### src/rtl/shared_ram_arbiter.sv
// ============================================================================
// Module   : shared_ram_arbiter
// Purpose  : Round-robin arbiter and access sequencer that shares one
//            single-port, synchronous-read RAM/peripheral port between
//            NUM_REQ requesters. Each granted access takes four cycles:
//            IDLE (arbitrate) -> ACCESS (port strobed) -> CAPTURE (read
//            data returns) -> ACK (one-cycle acknowledge).
// Ports    : clk, reset        - clock, synchronous active-high reset
//            req/req_write     - per-requester request level and direction
//            req_addr/wdata    - flattened per-requester address / data
//            ack, rdata        - one-hot completion pulse, read data
//            grant_id, busy    - current/last granted index, not-idle flag
//            ram_*             - shared port (all registered outputs)
// Revision : 1.0 - initial release
// ============================================================================
`default_nettype none

module shared_ram_arbiter #(
  parameter int NUM_REQ = 3,
  parameter int ADDR_W  = 8,
  parameter int DATA_W  = 8
) (
  input  logic                         clk,
  input  logic                         reset,
  input  logic [NUM_REQ-1:0]           req,
  input  logic [NUM_REQ-1:0]           req_write,
  input  logic [NUM_REQ*ADDR_W-1:0]    req_addr,
  input  logic [NUM_REQ*DATA_W-1:0]    req_wdata,
  output logic [NUM_REQ-1:0]           ack,
  output logic [DATA_W-1:0]            rdata,
  output logic [$clog2(NUM_REQ)-1:0]   grant_id,
  output logic                         busy,
  output logic                         ram_enable,
  output logic                         ram_write,
  output logic                         ram_read,
  output logic [ADDR_W-1:0]            ram_address,
  output logic [DATA_W-1:0]            ram_data_in,
  input  logic [DATA_W-1:0]            ram_data_out
);

  localparam int GW = $clog2(NUM_REQ);

  localparam logic [1:0] S_IDLE    = 2'd0;
  localparam logic [1:0] S_ACCESS  = 2'd1;
  localparam logic [1:0] S_CAPTURE = 2'd2;
  localparam logic [1:0] S_ACK     = 2'd3;

  logic [1:0]         state_q, state_d;
  logic [GW-1:0]      last_grant_q, last_grant_d;
  logic [GW-1:0]      grant_q, grant_d;
  logic               wr_q, wr_d;
  logic [NUM_REQ-1:0] ack_q, ack_d;
  logic [DATA_W-1:0]  rdata_q, rdata_d;
  logic               busy_q, busy_d;
  logic               en_q, en_d;
  logic               rw_q, rw_d;
  logic               rd_q, rd_d;
  logic [ADDR_W-1:0]  addr_q, addr_d;
  logic [DATA_W-1:0]  din_q, din_d;

  logic               found;
  logic [GW-1:0]      winner;

  logic [ADDR_W-1:0]  addr_arr  [NUM_REQ];
  logic [DATA_W-1:0]  wdata_arr [NUM_REQ];

  generate
    for (genvar i = 0; i < NUM_REQ; i++) begin : g_unpack
      assign addr_arr[i]  = req_addr[i*ADDR_W +: ADDR_W];
      assign wdata_arr[i] = req_wdata[i*DATA_W +: DATA_W];
    end
  endgenerate

  // Round-robin search: starts one past the last grant, so the most recently
  // served requester is considered last.
  always_comb begin
    found  = 1'b0;
    winner = '0;
    for (int k = 1; k <= NUM_REQ; k++) begin
      if (!found && req[(int'(last_grant_q) + k) % NUM_REQ]) begin
        found  = 1'b1;
        winner = GW'((int'(last_grant_q) + k) % NUM_REQ);
      end
    end
  end

  // State register
  always_ff @(posedge clk) begin
    if (reset) begin
      state_q <= S_IDLE;
    end else begin
      state_q <= state_d;
    end
  end

  // Next-state logic
  always_comb begin
    state_d = state_q;
    case (state_q)
      S_IDLE:    if (found) state_d = S_ACCESS;
      S_ACCESS:  state_d = S_CAPTURE;
      S_CAPTURE: state_d = S_ACK;
      S_ACK:     state_d = S_IDLE;
      default:   state_d = S_IDLE;
    endcase
  end

  // Output / datapath next values. Strobes and ack default low so each is
  // a single-cycle pulse in the cycle after the state that sets it.
  always_comb begin
    last_grant_d = last_grant_q;
    grant_d      = grant_q;
    wr_d         = wr_q;
    ack_d        = '0;
    rdata_d      = rdata_q;
    en_d         = 1'b0;
    rw_d         = 1'b0;
    rd_d         = 1'b0;
    addr_d       = addr_q;
    din_d        = din_q;
    busy_d       = (state_d != S_IDLE);
    case (state_q)
      S_IDLE: begin
        if (found) begin
          last_grant_d = winner;
          grant_d      = winner;
          wr_d         = req_write[winner];
          en_d         = 1'b1;
          rw_d         = req_write[winner];
          rd_d         = ~req_write[winner];
          addr_d       = addr_arr[winner];
          din_d        = wdata_arr[winner];
        end
      end
      S_CAPTURE: begin
        if (!wr_q) rdata_d = ram_data_out;
        ack_d[grant_q] = 1'b1;
      end
      default: begin
      end
    endcase
  end

  // Datapath registers
  always_ff @(posedge clk) begin
    if (reset) begin
      last_grant_q <= GW'(NUM_REQ - 1);
      grant_q      <= '0;
      wr_q         <= 1'b0;
      ack_q        <= '0;
      rdata_q      <= '0;
      busy_q       <= 1'b0;
      en_q         <= 1'b0;
      rw_q         <= 1'b0;
      rd_q         <= 1'b0;
      addr_q       <= '0;
      din_q        <= '0;
    end else begin
      last_grant_q <= last_grant_d;
      grant_q      <= grant_d;
      wr_q         <= wr_d;
      ack_q        <= ack_d;
      rdata_q      <= rdata_d;
      busy_q       <= busy_d;
      en_q         <= en_d;
      rw_q         <= rw_d;
      rd_q         <= rd_d;
      addr_q       <= addr_d;
      din_q        <= din_d;
    end
  end

  assign ack         = ack_q;
  assign rdata       = rdata_q;
  assign grant_id    = grant_q;
  assign busy        = busy_q;
  assign ram_enable  = en_q;
  assign ram_write   = rw_q;
  assign ram_read    = rd_q;
  assign ram_address = addr_q;
  assign ram_data_in = din_q;

endmodule

`default_nettype wire

### config.mk
export PLATFORM = sky130hd
export DESIGN_NAME = shared_ram_arbiter
export DESIGN_NICKNAME = d
export VERILOG_FILES = /design/src/rtl/shared_ram_arbiter.sv
export SDC_FILE = /design/constraint.sdc
export NUM_CORES = 1
export LEC_CHECK = 0
export ABC_AREA = 0
export CORE_UTILIZATION = 39
export DETAILED_ROUTE_END_ITERATION = 8
export PLACE_DENSITY_LB_ADDON = 0.2
export SYNTH_ARGS = -nofsm -noshare
export SYNTH_HDL_FRONTEND = slang
export SYNTH_SLANG_ARGS = --single-unit
### constraint.sdc
create_clock -name clk -period 2.3 [get_ports clk]
set_input_delay 0.46 -clock clk [delete_from_list [all_inputs] [get_ports clk]]
set_output_delay 0.46 -clock clk [all_outputs]
set_load 0.03 [all_outputs]
==> results.ini, run 1 <==
[global_route]
grt_pass1_vias=2431
grt_first_pass_wirelength_um=11300
grt_max_degree=18
antenna_found_initial=0
grtUsageTotal=0.231
overflow=0

[logic_synthesis]
synth.area.top_cells=dfxtp_1 (32%), a32oi_1 (6.5%), o32ai_1 (6.1%), a41oi_1 (5.7%), mux2i_1 (4.4%)
async_reset_ff_frac=0
synth.top_cell.area_share=0.322
synth.largest_area_cell=dfxtp_1
synth_compound_area_frac=0.323
synthSimpleGateAreaFrac=0.182
seq_area_frac_synth=0.322
syn-cell-area_sq_um=2300
synth-edff-count=0
muxShareOfSynthArea=0.0533
synth_fa_ha_area_frac=0.0326
ys_types=50
postSynthAreaPerCell_sq_um=8.95
synth_cells=257
synth_xor_area_frac=0
synth_seq_cells=37
synth_top_family_by_area=compound AO/OA/AOI/OAI gates
yosysWarnings=0
syn_nets=327
synthFlopType=dfxtp_1

[die]
fp.dieW_um=78.8
rows=27
dieHeight_um=78.8
start_util=0.410
core_sq_um=5610
die_area_sq_um=6210
io_pins=97

[worst_setup_path]
path_class=register to register
crit_path_start_kind=register
end_kind=register
crit_fanout=8
crit_required_ns=2.47
crit_arrival_ns=2.36

[clocking]
cts_made_buffers=5
clockRootBuffer=clkbuf_8
clockBufferDepth=2
ctsHoldBuffers=0
clock_latency_ns=0.29
clkSinkCount=37
h-tree-depth=2
clk_pin_slew_ns=0.08
post_cts.repair.setup_buffers=0
cts_tree=built

[placed_design]
dp_hpwl_um=5170
place_ws_ns=-0.137
gp_congestion=0.844
portBuffers=96

[detailed_routing]
vias_per_cell=5.77
postRouteAntennaNets=0
post_drt_wl_per_cell_um=16.2
vias=2516
drc=0
dr.first_iter.drc_count=145
wirelength_um=7050
dr.pass1.iters=4

[pwr]
seqPwrFrac=0.192
p_comb_frac=0.688
switching_share=0.445
clkPwrFrac=0.120
p_leak_nw=1.35
p_sw_mw=2.15
power_mw=4.84
p_int_mw=2.68
power_density_nw_per_um2=1340
peakVddDrop_mv=0.599

[sta]
min_period_ns=2.18
maxSlewViolCount=0
tns_ns=0
maxSlewHeadroom=0.695
worstMarginPinSlew_ns=0.457
hold_viol_final=0
final.period_utilization=0.950
rsz0062_at_grt=false
max_freq_mhz=458
finalSetupViolCount=0
whs_ns=0.488
skew_ns=0.00807
fin_ws_ns=0.115

[job]
cap_violations=0

[final_layout]
diodes=0
final_nets=433
final_util=0.642
layout-drive-gt1-share=0.157
fillers=500
syn_to_final_growth_pct=56.6

[min_path]
hold_path.class=register to register

[outcome]
status=finished, final reports clean

## cells in the final DEF, fill, tap and decap left out, types with 9 or more instances in the layout
cell type / instances
buf_4: 26
a32oi_1: 17
nand3_1: 19
nand2_1: 25
o32ai_1: 16
a41oi_1: 14
dfxtp_1: 37
clkdlybuf4s50_1: 96
o21ai_1: 11
nor2_1: 14
mux2i_1: 9
## cells by family after synthesis
logic type / Yosys count
adders and majority gates: 6
muxes: 11
buffers and inverters: 35
and+or+nand+nor: 82
DFF: 37
AOI/OAI and AO/OA: 86
## worst paths after layout
check                   from  endpoint  slack [ns]  cells after the start
max          last_grant_q[0]      busy        0.12                      8
min              grant_id[1]    ack[1]        0.49                      1
max reg2reg  last_grant_q[0]      busy        0.12                      8
min reg2reg      grant_id[1]    ack[1]        0.49                      1
## synth_stat cells (all sizes together), types with 2 or more instances
master	count
nand2	25
inv	8
mux2i	11
a32oi	17
o32ai	17
nor2	15
ha	6
a211oi	2
and3	2
a41oi	17
nor3	3
clkbuf	13
o22ai	2
nor2b	5
buf	14
o31ai	2
nand3b	3
o21ai	19
nor3b	2
nand3	20
dfxtp	37
a21oi	2
## critical path, stage by stage, from the launching register on
cell,delay (ns)
dfxtp_1,0.35
buf_4,0.15
ha_2,0.26
buf_4,0.16
mux2i_2,0.27
o221ai_2,0.17
o31a_1,0.33
a211oi_2,0.29
a21oi_1,0.10
## timing repair
action	4_1_cts	5_1_grt
hold endpoints to repair	0	0
endpoints found under the setup margin	3	24
pin swaps	0	0
gates resized for setup	3	7
## cell type report
type / instances / area, sq um / area share
Clock inverter: 3 / 46.3 / 0.0129
Sequential cell: 37 / 741 / 0.206
Timing Repair Buffer: 126 / 1230 / 0.341
Tap cell: 72 / 90.1 / 0.0250
Inverter: 8 / 30.0 / 0.00834
Clock buffer: 5 / 68.8 / 0.0191
Multi-Input combinational cell: 185 / 1400 / 0.388
## power groups by stage
stage          registers, mW  clock network [mW]  logic [mW]
2_1_floorplan           1.23                   0        1.89
3_3_place_gp           0.935                   0        3.18
3_5_place_dp           0.941                   0        3.21
4_1_cts                0.929               0.592        3.26
5_1_grt                0.950               0.615        3.56
6_report               0.932               0.578        3.33
## per-layer routing
| metal | up-vias | share of wire | global-route usage |
|---|---|---|---|
| met1 | 1167 | 0.42 | 0.278 |
| met3 | 6 | 0.070 | 0.0598 |
| li1 | 1215 | - | - |
| met2 | 128 | 0.50 | 0.410 |
| met4 | 0 | 0.0071 | 0.0491 |
| met5 | - | 0 | 0 |
## per-stage QoR
step	area (sq um)	instances
after floorplan	2300	257
after global placement	3440	428
after detailed placement	3440	428
after CTS	3570	436
after global routing	3600	436
final	3600	436
## registers in the layout, summed over array words and instances, names as in the netlist
name and count:
last_grant_q 2, ram_data_in 8, ram_address 8, state_q 2, ram_write 1, ram_read 1, wr_q 1, rdata 8
ack 3, busy 1, ram_enable 1, grant_id 1
Power figures use the tool's default switching activity.
==> run 2, diff against run 1 <==
RECOVER_POWER = 25   (was unset)
==> results.ini, run 2 (synthesis results as in run 1) <==
[clocking]
clockRootBuffer=clkbuf_8
post_cts.repair.setup_buffers=0  ; unchanged
clockBufferDepth=2  ; unchanged
clk_pin_slew_ns=0.08  ; about the same
h-tree-depth=2  ; unchanged
clock_latency_ns=0.29  ; about the same
cts_made_buffers=5  ; unchanged
cts_tree=built
clkSinkCount=37  ; unchanged

[detailed_routing]
dr.pass1.iters=4  ; unchanged
vias=2516  ; unchanged
vias_per_cell=5.77  ; unchanged
wirelength_um=7040  ; about the same
post_drt_wl_per_cell_um=16.2  ; about the same
postRouteAntennaNets=0  ; unchanged
dr.first_iter.drc_count=145  ; unchanged
drc=0  ; unchanged

[pwr]
clkPwrFrac=0.120  ; about the same
power_density_nw_per_um2=1340  ; -0.26%
p_comb_frac=0.687  ; about the same
switching_share=0.446  ; +0.00124
p_int_mw=2.67  ; -0.58%
p_leak_nw=1.36  ; +0.80%
seqPwrFrac=0.193  ; about the same
p_sw_mw=2.15  ; about the same
peakVddDrop_mv=0.599  ; about the same

[sta]
max_freq_mhz=458  ; +0.13%
tns_ns=0  ; unchanged
maxSlewHeadroom=0.611  ; -0.0840
min_period_ns=2.18  ; -0.00294 ns
rsz0062_at_grt=false
hold_viol_final=0  ; unchanged
maxSlewViolCount=0  ; unchanged
finalSetupViolCount=0  ; unchanged
skew_ns=0.00807  ; -0.00000502 ns
worstMarginPinSlew_ns=0.584  ; +0.126 ns
whs_ns=0.488  ; +0.0000240 ns
final.period_utilization=0.949  ; -0.00128
fin_ws_ns=0.118  ; +0.00294 ns

[worst_setup_path]
end_kind=register
crit_fanout=8  ; unchanged
crit_required_ns=2.47  ; about the same
r2r_start=last_grant_q[0]
r2r-end=busy
crit_path_start_kind=register
path_class=register to register
r2r_slack_ns=0.12  ; about the same
crit_arrival_ns=2.36  ; about the same
rr_worst_depth=8  ; unchanged

[die]
dieHeight_um=78.8  ; unchanged
start_util=0.410  ; unchanged
core_sq_um=5610  ; unchanged
die_area_sq_um=6210  ; unchanged
rows=27  ; unchanged
fp.dieW_um=78.8  ; unchanged
io_pins=97  ; unchanged

[final_layout]
layout-drive-gt1-share=0.154  ; -0.00275
final_cell_mix=clkdlybuf4s50_1 (90), dfxtp_1 (37), nand2_1 (25), buf_4 (25), nand3_1 (19)
syn_to_final_growth_pct=56.4
diodes=0  ; unchanged
final_nets=433  ; unchanged
fillers=499  ; -0.20%
final_common_cell=clkdlybuf4s50_1

[placed_design]
dp_hpwl_um=5170  ; unchanged
portBuffers=96  ; unchanged
place_ws_ns=-0.137  ; unchanged
gp_congestion=0.844  ; unchanged

[global_route]
antenna_found_initial=0  ; unchanged
grt_max_degree=18  ; unchanged
grtUsageTotal=0.231  ; unchanged
overflow=0  ; unchanged
grt_pass1_vias=2431  ; unchanged
grt_first_pass_wirelength_um=11300  ; unchanged

[job]
cap_violations=0  ; unchanged

[min_path]
worst_hold_path.endpoint=ack[1]
hold_depth=1  ; unchanged
hold_path.startpoint=grant_id[1]
hold_path.class=register to register

[outcome]
status=finished, final reports clean

[run 2: cell types whose count changed in the layout (fill, tap and decap cells not counted)]
cell             before  now
buf_4                26   25
clkbuf_1              0    1
clkdlybuf4s50_1      96   90
dlygate4sd3_1         0    6
[run 2: area by class of cell]
type	count	area, sq um	share of cell area
Tap cell	72	90.1	0.0250
Timing Repair Buffer	126	1220	0.340
Sequential cell	37	741	0.206
Clock buffer	5	68.8	0.0191
Multi-Input combinational cell	185	1400	0.389
Clock inverter	3	46.3	0.0129
Inverter	8	30.0	0.00834
[run 2: power groups by stage]
stage / clock network, mW / logic (mW) / registers (mW)
2_1_floorplan: 0 / 1.89 / 1.23
3_3_place_gp: 0 / 3.18 / 0.935
3_5_place_dp: 0 / 3.21 / 0.941
4_1_cts: 0.592 / 3.26 / 0.929
5_1_grt: 0.615 / 3.55 / 0.948
6_report: 0.579 / 3.31 / 0.930
[run 2: worst max-delay path, cell delays in order (launching register included)]
cell	delay (ns)
dfxtp_1	0.35
buf_4	0.15
ha_2	0.26
buf_4	0.16
mux2i_2	0.27
o221ai_2	0.17
o31a_1	0.33
a211oi_2	0.29
a21oi_1	0.10
[run 2: what timing repair did]
action	CTS	global route
setup endpoints to repair	3	24
gates resized for setup	3	7
endpoints found under the hold margin	0	0
hold buffers	0	0
[run 2: metrics by stage]
stage | std cells | total power, mW | util | cell area, sq um
after CTS | 436 | 4.78 | 0.637 | 3570
after detailed placement | 428 | 4.15 | 0.614 | 3440
after global routing | 436 | 5.11 | 0.642 | 3600
after floorplan | 257 | 3.12 | - | 2300
after global placement | 428 | 4.11 | 0.614 | 3440
final | 436 | 4.82 | 0.642 | 3600
[run 2: worst max path at each step]
stage | start | to | slack, ns | cells after the start
floorplan | last_grant_q[0] | ram_address[0] | 0.11 | 9
global placement | req[1] | ram_address[1] | -0.09 | 7
detailed placement | req[1] | ram_address[1] | -0.14 | 8
CTS | last_grant_q[0] | busy | 0.006 | 8
global route | last_grant_q[1] | ram_data_in[5] | 0.03 | 8
finish | last_grant_q[0] | busy | 0.12 | 8
[run 2: per-layer routing]
layer | up-vias | routed length, um | global-route usage
li1 | 1215 | - | -
met1 | 1167 | 2970 | 0.278
met2 | 128 | 3530 | 0.410
met3 | 6 | 492 | 0.0598
met4 | 0 | 50 | 0.0491
met5 | - | 0 | 0
